$ cat config.mk
export PLATFORM = sky130hd
export DESIGN_NAME = snn_step_sequencer
export DESIGN_NICKNAME = d
export VERILOG_FILES = /design/src/rtl/snn_step_sequencer.sv
export SDC_FILE = /design/constraint.sdc
export NUM_CORES = 1
export LEC_CHECK = 0
export ABC_AREA = 1
export CAP_MARGIN = 0
export CORE_MARGIN = 2
export CORE_UTILIZATION = 30
export CTS_BUF_LIST = sky130_fd_sc_hd__clkbuf_16
export CTS_CLUSTER_SIZE = 8
export DETAILED_ROUTE_END_ITERATION = 10
export PLACE_DENSITY = 0.44
export SETUP_SLACK_MARGIN = 0.5
export SLEW_MARGIN = 20
export SYNTH_ARGS = -nofsm -noshare
export SYNTH_HDL_FRONTEND = slang
export SYNTH_SLANG_ARGS = --single-unit
$ cat constraint.sdc
create_clock -name clk -period 10.2 [get_ports clk]
set_clock_uncertainty 0.15 [all_clocks]
set_input_delay 2.04 -clock clk [delete_from_list [all_inputs] [get_ports clk]]
set_output_delay 2.04 -clock clk [all_outputs]
set_load 0.05 [all_outputs]
$ cat src/rtl/snn_step_sequencer.sv
// -----------------------------------------------------------------------------
// snn_step_sequencer
//
// Multi-cycle controller for one inference-plus-learning step of a 2-input,
// 2-output shift-weight spiking layer pair. The layer-1 sums, the layer-1
// fire/shift products, the layer-2 sums, the weight update and the published
// result each get their own registered state.
//
// Sequence: IDLE -> SUM1 -> FIRE1 -> SUM2 -> [UPDATE if learn_en] -> DONE -> IDLE
//
// Optional build macro: SNN_REWARD_EN
//   Adds a 'reward' input, sampled in SUM2. With reward=0 the weight update
//   applies negated (anti-Hebbian) deltas. Without the macro the update rule
//   always applies positive reward.
//
// Ports:
//   clk, rst_n   clock, asynchronous active-low reset
//   start        request one step (sampled in IDLE, blocked by write_mode)
//   ui_in        input pair A, nibbles [7:4] and [3:0]
//   uio_in       input pair B, nibbles [7:4] and [3:0]
//   write_mode   configuration mode
//   wr_en        weight write strobe (IDLE and write_mode only)
//   wr_addr      0=w1(A->1) 1=w2(A->2) 2=w3(B->1) 3=w4(B->2)
//   wr_data      signed 5-bit weight value
//   learn_en     enables the UPDATE state (sampled in SUM2)
//   reward       (SNN_REWARD_EN only) reward polarity for the update
//   busy         high in every state except IDLE
//   done         one-cycle pulse while in DONE
//   prediction   registered result of the last step
//   spike        {outB, outA, preB, preA} of the last step, registered
//   weights      {w4, w3, w2, w1}
// -----------------------------------------------------------------------------
module snn_step_sequencer #(
    parameter logic [7:0] TH1  = 8'h01,
    parameter logic [7:0] TH2  = 8'h01,
    parameter int         WMAX = 15,
    parameter int         WMIN = -16
) (
    input  logic        clk,
    input  logic        rst_n,
    input  logic        start,
    input  logic [7:0]  ui_in,
    input  logic [7:0]  uio_in,
    input  logic        write_mode,
    input  logic        wr_en,
    input  logic [1:0]  wr_addr,
    input  logic [4:0]  wr_data,
    input  logic        learn_en,
`ifdef SNN_REWARD_EN
    input  logic        reward,
`endif
    output logic        busy,
    output logic        done,
    output logic [7:0]  prediction,
    output logic [3:0]  spike,
    output logic [19:0] weights
);

    typedef enum logic [2:0] {
        S_IDLE, S_SUM1, S_FIRE1, S_SUM2, S_UPDATE, S_DONE
    } state_t;

    state_t state, next_state;

    logic [7:0]        a_q, b_q;           // latched input pairs
    logic [7:0]        s1_q, s2_q;         // layer-1 sums
    logic              pre_a_q, pre_b_q;   // layer-1 spikes
    logic [7:0]        n_q [4];            // shifted products, indexed like the weights
    logic [7:0]        t1_q, t2_q;         // layer-2 sums
    logic              out1_q, out2_q;     // layer-2 spikes
    logic signed [4:0] w_q [4];            // w1..w4
    logic              reward_eff;

    logic [7:0] s1_c, s2_c, t1_c, t2_c;

    // Signed shift: left for w>=0 (truncated to 8 bits), logical right for
    // w<0. The magnitude is taken in 6 bits so that w=-16 yields 16.
    function automatic logic [7:0] shift_w(input logic [7:0] x, input logic signed [4:0] w);
        logic [5:0] amt;
        if (!w[4]) amt = {1'b0, w};
        else       amt = 6'd0 - {w[4], w};
        if (amt >= 6'd8)  return 8'd0;
        else if (!w[4])   return x << amt[2:0];
        else              return x >> amt[2:0];
    endfunction

    // Reward-modulated step: co-active pre/post strengthens, a lone pre or
    // lone post spike weakens; negative reward flips the sign. Saturating.
    function automatic logic signed [4:0] learn_step(input logic signed [4:0] w,
                                                     input logic pre, input logic post,
                                                     input logic rew);
        int d;
        int v;
        d = 0;
        if (pre && post)      d = 1;
        else if (pre || post) d = -1;
        if (!rew) d = -d;
        v = int'(w) + d;
        if (v > WMAX)      v = WMAX;
        else if (v < WMIN) v = WMIN;
        return 5'(v);
    endfunction

    assign s1_c = {4'd0, a_q[7:4]} + {4'd0, a_q[3:0]};
    assign s2_c = {4'd0, b_q[7:4]} + {4'd0, b_q[3:0]};
    assign t1_c = n_q[0] + n_q[2];
    assign t2_c = n_q[1] + n_q[3];

    assign busy    = (state != S_IDLE);
    assign done    = (state == S_DONE);
    assign weights = {w_q[3], w_q[2], w_q[1], w_q[0]};

    always_ff @(posedge clk or negedge rst_n) begin
        // NOTE: sequential state uses non-blocking assignments so every
        // register sees pre-edge values regardless of statement order.
        if (!rst_n) state <= S_IDLE;
        else        state <= next_state;
    end

    always_comb begin
        // NOTE: default assigned first so no path leaves next_state unassigned
        // (which would infer a latch).
        next_state = state;
        unique case (state)
            S_IDLE:   if (start && !write_mode) next_state = S_SUM1;
            S_SUM1:   next_state = S_FIRE1;
            S_FIRE1:  next_state = S_SUM2;
            S_SUM2:   next_state = learn_en ? S_UPDATE : S_DONE;
            S_UPDATE: next_state = S_DONE;
            S_DONE:   next_state = S_IDLE;
            default:  next_state = S_IDLE;
        endcase
    end

`ifdef SNN_REWARD_EN
    logic reward_q;
    always_ff @(posedge clk or negedge rst_n) begin
        if (!rst_n)                reward_q <= 1'b0;
        else if (state == S_SUM2)  reward_q <= reward;
    end
    assign reward_eff = reward_q;
`else
    assign reward_eff = 1'b1;
`endif

    always_ff @(posedge clk or negedge rst_n) begin
        if (!rst_n) begin
            a_q        <= '0;
            b_q        <= '0;
            s1_q       <= '0;
            s2_q       <= '0;
            pre_a_q    <= 1'b0;
            pre_b_q    <= 1'b0;
            t1_q       <= '0;
            t2_q       <= '0;
            out1_q     <= 1'b0;
            out2_q     <= 1'b0;
            prediction <= '0;
            spike      <= '0;
            // NOTE: the weights are architectural state with a defined reset
            // value, so unlike a RAM this small array is reset.
            for (int i = 0; i < 4; i++) begin
                n_q[i] <= '0;
                w_q[i] <= '0;
            end
        end else begin
            unique case (state)
                S_IDLE: begin
                    // write_mode blocks start, so a simultaneous write wins.
                    if (write_mode && wr_en) w_q[wr_addr] <= wr_data;
                    if (start && !write_mode) begin
                        a_q <= ui_in;
                        b_q <= uio_in;
                    end
                end
                S_SUM1: begin
                    s1_q    <= s1_c;
                    s2_q    <= s2_c;
                    pre_a_q <= (s1_c > TH1);
                    pre_b_q <= (s2_c > TH2);
                end
                S_FIRE1: begin
                    n_q[0] <= pre_a_q ? shift_w(s1_q, w_q[0]) : 8'd0;
                    n_q[1] <= pre_a_q ? shift_w(s1_q, w_q[1]) : 8'd0;
                    n_q[2] <= pre_b_q ? shift_w(s2_q, w_q[2]) : 8'd0;
                    n_q[3] <= pre_b_q ? shift_w(s2_q, w_q[3]) : 8'd0;
                end
                S_SUM2: begin
                    t1_q   <= t1_c;
                    t2_q   <= t2_c;
                    out1_q <= (t1_c > TH1);
                    out2_q <= (t2_c > TH2);
                end
                S_UPDATE: begin
                    // All four weights commit on this single edge.
                    w_q[0] <= learn_step(w_q[0], pre_a_q, out1_q, reward_eff);
                    w_q[1] <= learn_step(w_q[1], pre_a_q, out2_q, reward_eff);
                    w_q[2] <= learn_step(w_q[2], pre_b_q, out1_q, reward_eff);
                    w_q[3] <= learn_step(w_q[3], pre_b_q, out2_q, reward_eff);
                end
                S_DONE: begin
                    prediction <= (out1_q ? t1_q : 8'd0) + (out2_q ? t2_q : 8'd0);
                    spike      <= {out2_q, out1_q, pre_b_q, pre_a_q};
                end
                default: ;
            endcase
        end
    end

endmodule

Yosys cells after proc, flatten, opt, wreduce, memory -nomap -nowiden
Index checks and enable logic that the tools add are counted.
{"block": "totals", "out_inout_bits": 34, "wordCells": 135, "input_bits": 29, "reg_bits": 119}
{"block": "classes", "bitwise_logic": 1, "magnitude_cmp": 18, "n_shift": 8, "n_eq_ne": 7, "n_mux": 50, "reduce_logical": 17, "n_addsub": 13}
{"cell": "32-bit two-way mux", "count": 12}
{"cell": "5-bit by 32-bit adder with 32-bit output", "count": 4}
{"cell": "32-bit by 5-bit greater-than comparator with 1-bit output (second input constant)", "count": 4}
{"cell": "32-bit by 5-bit < comparator with 1-bit output (second input constant)", "count": 4}
{"cell": "8-bit two-way mux", "count": 14}
{"cell": "6-bit two-way mux", "count": 8}
{"cell": "5-bit two-way mux", "count": 9}
{"cell": "20-bit one-hot mux with 2 select lines", "count": 1}
{"cell": "8-bit by 3-bit << shifter with 8-bit output", "count": 4}
{"cell": "8-bit by 3-bit >> shifter with 8-bit output", "count": 4}
{"cell": "8-bit adder", "count": 3}
{"cell": "6-bit by 4-bit >= comparator with 1-bit output (second input constant)", "count": 4}
{"cell": "1-bit by 5-bit subtractor with 6-bit output (first input constant)", "count": 4}
{"cell": "20-bit bitwise mux", "count": 1}
{"cell": "20-bit two-way mux", "count": 1}
{"cell": "8-bit by 1-bit greater-than comparator with 1-bit output (second input constant)", "count": 2}
{"cell": "3-bit one-hot mux with 5 select lines", "count": 1}
{"cell": "4-bit by 4-bit adder with 5-bit output", "count": 2}
{"cell": "5-bit demux with 2-bit select", "count": 1}
{"cell": "5-bit by 1-bit greater-than comparator with 1-bit output (second input constant)", "count": 2}
{"cell": "1-bit logical AND", "count": 7}
{"cell": "3-bit by 2-bit == test with 1-bit output (second input constant)", "count": 2}
{"cell": "3-bit == test (second input constant)", "count": 2}
{"cell": "1-bit logical OR", "count": 4}
{"cell": "other kinds (12)", "count": 14}

Depth between registers and ports, before layout
{"block": "depth", "ltp_word": 9, "ltp_mapped": 29, "ltp_nobuf": 27}

Worst setup path before layout
Ideal clock, no wire load.
{"block": "synth_timing", "kind": "register to output", "start": "reg state[2]", "end": "out done", "n_path_buf": 0, "path_stages_with_launch": 3, "arrival_time_ns": 1.651, "slack_ns": 6.359, "path_cell_list": "dfrtp_1 -> inv_2 -> nor3_1"}
{"block": "synth_between", "elab_chain_len": 1}
{"item": "from (decl)", "line_no": "63", "source": "state_t state, next_state;"}
{"item": "from (signal assigned)", "line_no": "117", "source": "else state <= next_state;"}
{"item": "3-bit == test", "line_no": "110", "source": "assign done = (state == S_DONE);"}
{"item": "to (decl)", "line_no": "53", "source": "output logic done,"}
Every way passes these cells.

Worst setup path after layout
Ends and elaborated chain as after synthesis.

==> results by group <==
Global routing
  • First-pass GRT wire length: around 50000 µm
  • GRT overflow: 0
  • Gr usage total: 0.174
  • Vias in the first global route: 9358
  • Initial antenna violation count: 0
  • Pin count of the biggest net entering global routing: between 60 and 70

Cells and area
  • Layout cells sized above 1: 0.0791
  • Fill count: between 3k and 4k
  • Footprint of the multi-input gates: 6350 µm²
  • Number of nets in the final layout: between 1.5k and 2k
  • N_diodes: 0
  • Register Area: ~2800 µm²
  • Area growth syn-to-layout: 15.2%

Setup path
  • Crit path DAT: about 2.5 ns
  • Critical Path Source Type: register
  • Critical Path RT: 8.01 ns
  • Critical path class: register to output pin
  • Crit path launch: state[2]$_DFFE_PN0P_
  • Worst setup EP type: output pin
  • Reg-to-Reg Start: out1_q$_DFFE_PN0P_
  • CP Max Fanout: 9

Yosys
  • Yosys reg bits: ~110
  • Syn Area/Cell: just under 7 µm²
  • YS warnings: 0
  • Seq/Total Area, Yosys: 0.283
  • Cell variety after synth: 51
  • Synthesized Nets: about 1.6k
  • Fraction of registers with async set/reset: 1.00
  • Ys flop type: dfrtp_1
  • Synthesized area: 10000 µm²
  • Cell count after synthesis: between 1k and 1.5k
  • Number of flops mapped to enable cells by yosys: 0

Worst hold path
  • Hold Path Origin: prediction[0]$_DFFE_PN0P_
  • Type of the tightest min-delay check: register to register

Clock tree
  • Clock Tree Buf Depth: 2
  • H-tree levels: 4
  • Clk_lat worst skew: between 0.4 and 0.5 ns
  • Reg clk slew, reported paths: about 0.05 ns
  • Post_cts resized: 0
  • CTS hold repair buffers: 0
  • Inserted Clock Buffers: 17
  • CTS sink count: ~110
  • CTS tree: done
  • Post-CTS setup buffers: 0
  • Root Buffer: clkbuf_16

Placement
  • Placer Congestion: between 0.8 and 0.9
  • HPWL after detailed placement: about 23000 µm
  • PortBufs: just over 60

Timing
  • Unrepaired setup endpoints after global routing: no
  • Setup-failing EPs final: 0
  • Final Hold Fails: 0
  • Crit path time final: approximately 4.7 ns
  • Fmax: approximately 210 MHz
  • Worst Tran Pin Value: about 0.85 ns
  • Tcrit/Tclk final: 0.456
  • Slew HR: 0.431
  • Fin Setup TNS: 0 ns
  • Slew Limit Fails: 0

Die
  • Die area: ~35000 µm²
  • Top Ports: between 60 and 70
  • Initial core utilization: 0.306
  • Num rows: 66
  • Die W: around 190 µm
  • Die Ht: 187 µm
  • Core Region: around 33000 µm²

Route
  • Vias: about 9.5k
  • Via density: 4.76
  • Remaining antenna violation count: 0
  • Final wirelength: approximately 30000 µm
  • WL per Instance: between 10 and 15 µm
  • DR pass1 iterations: 5
  • DR iter-0 viols: approximately 590
  • DRC Markers: 0

Status
  • Status: completed

Job
  • MaxCap Viol Count: 0
[routing by layer]
layer,vias up,global-route usage,part of all wire
met4,0,0.0427,0.014
met3,21,0.0269,0.032
met5,-,0,0
met2,162,0.289,0.47
li1,4922,-,-
met1,4352,0.235,0.49
[stage by stage]
step	instance area (µm²)	hold slack [ns]	setup slack, ns	std cells	util
after floorplan	10000	0.299	6.36	1478	-
after global placement	11000	0.314	6.02	1954	0.337
after detailed placement	11000	0.316	5.98	1954	0.337
after CTS	11500	0.330	5.56	1985	0.352
after global routing	11500	0.362	5.42	1985	0.352
final	11500	0.325	5.55	1985	0.352
[path summary, 6_finish.rpt]
kind	endpoint	slack [ns]	cells past startpoint
max	done	5.55	3
min	prediction[0]$_DFFE_PN0P_	0.32	2
max reg2reg	weights[1]$_DFFE_PN0P_	5.97	25
min reg2reg	prediction[0]$_DFFE_PN0P_	0.32	2
max in group asynchronous	b_q[4]$_DFFE_PN0P_	7.06	2
min in group asynchronous	n_q[8]$_DFFE_PN0P_	1.51	1
[cell type report]
type / count / share of cell area
multi-input combinational: 1159 / 0.551
sequential: 113 / 0.245
inverter: 174 / 0.0571
timing repair buffer: 66 / 0.0562
tap: 442 / 0.0480
clock buffer: 17 / 0.0369
clock inverter: 14 / 0.00554
[cells in the final DEF, fill, tap and decap left out, types with 7 or more instances in the layout]
master,instances
nand2_1,476
clkdlybuf4s50_1,61
mux2_2,16
xor2_1,14
o21ai_0,113
inv_1,158
nor3_1,10
a21oi_1,72
or2_1,8
or2_2,18
nand3_1,82
clkinv_1,10
nand2_4,7
xnor2_1,12
nand2_2,22
clkbuf_16,17
dfrtp_1,113
o21ai_1,18
a22o_1,7
inv_2,13
ha_1,90
nor2_1,115
[flip-flops by register name (all words and copies together), names as in the netlist, 3 cells and up]
name,flops
b_q,8
a_q,8
t2_q,8
n_q,32
weights,20
prediction,8
s2_q,5
t1_q,8
s1_q,5
state,3
spike,4
[cells by family (layout without fill, tap and decap cells)]
family                     count (synthesis)  in the layout  synth area share
AOI/OAI and AO/OA                        261            261             0.148
and+or+nand+nor                          761            761             0.323
muxes                                     16             16            0.0180
DFF                                      113            113             0.283
xor gates and xnor gates                  26             26            0.0228
adders and majority gates                 95             95             0.123
buffers and inverters                    206            271            0.0829
[critical path: stages, from the launching register on]
cell,delay [ns]
dfrtp_1,0.39
inv_2,0.10
nor3_1,0.61
clkdlybuf4s50_1,0.94
[Yosys cell counts (8+ instances only)]
library cell / n / share of area
nand3_1: 82 / 0.041
or2_1: 8 / 0.0050
a21oi_1: 72 / 0.036
nor3_1: 10 / 0.0050
buf_4: 9 / 0.0068
buf_2: 8 / 0.0040
nor2_1: 115 / 0.043
inv_2: 13 / 0.0049
xor2_1: 14 / 0.012
nand2_1: 476 / 0.18
nand2_2: 22 / 0.014
or2_2: 18 / 0.011
clkbuf_1: 14 / 0.0053
o21ai_0: 113 / 0.057
dfrtp_1: 113 / 0.28
inv_1: 152 / 0.057
o21ai_1: 18 / 0.0090
xnor2_1: 12 / 0.011
mux2_2: 16 / 0.018
ha_1: 90 / 0.11
Power is not shown: default switching activity piles up to over one toggle a cycle in this logic, so the estimate is an artifact.
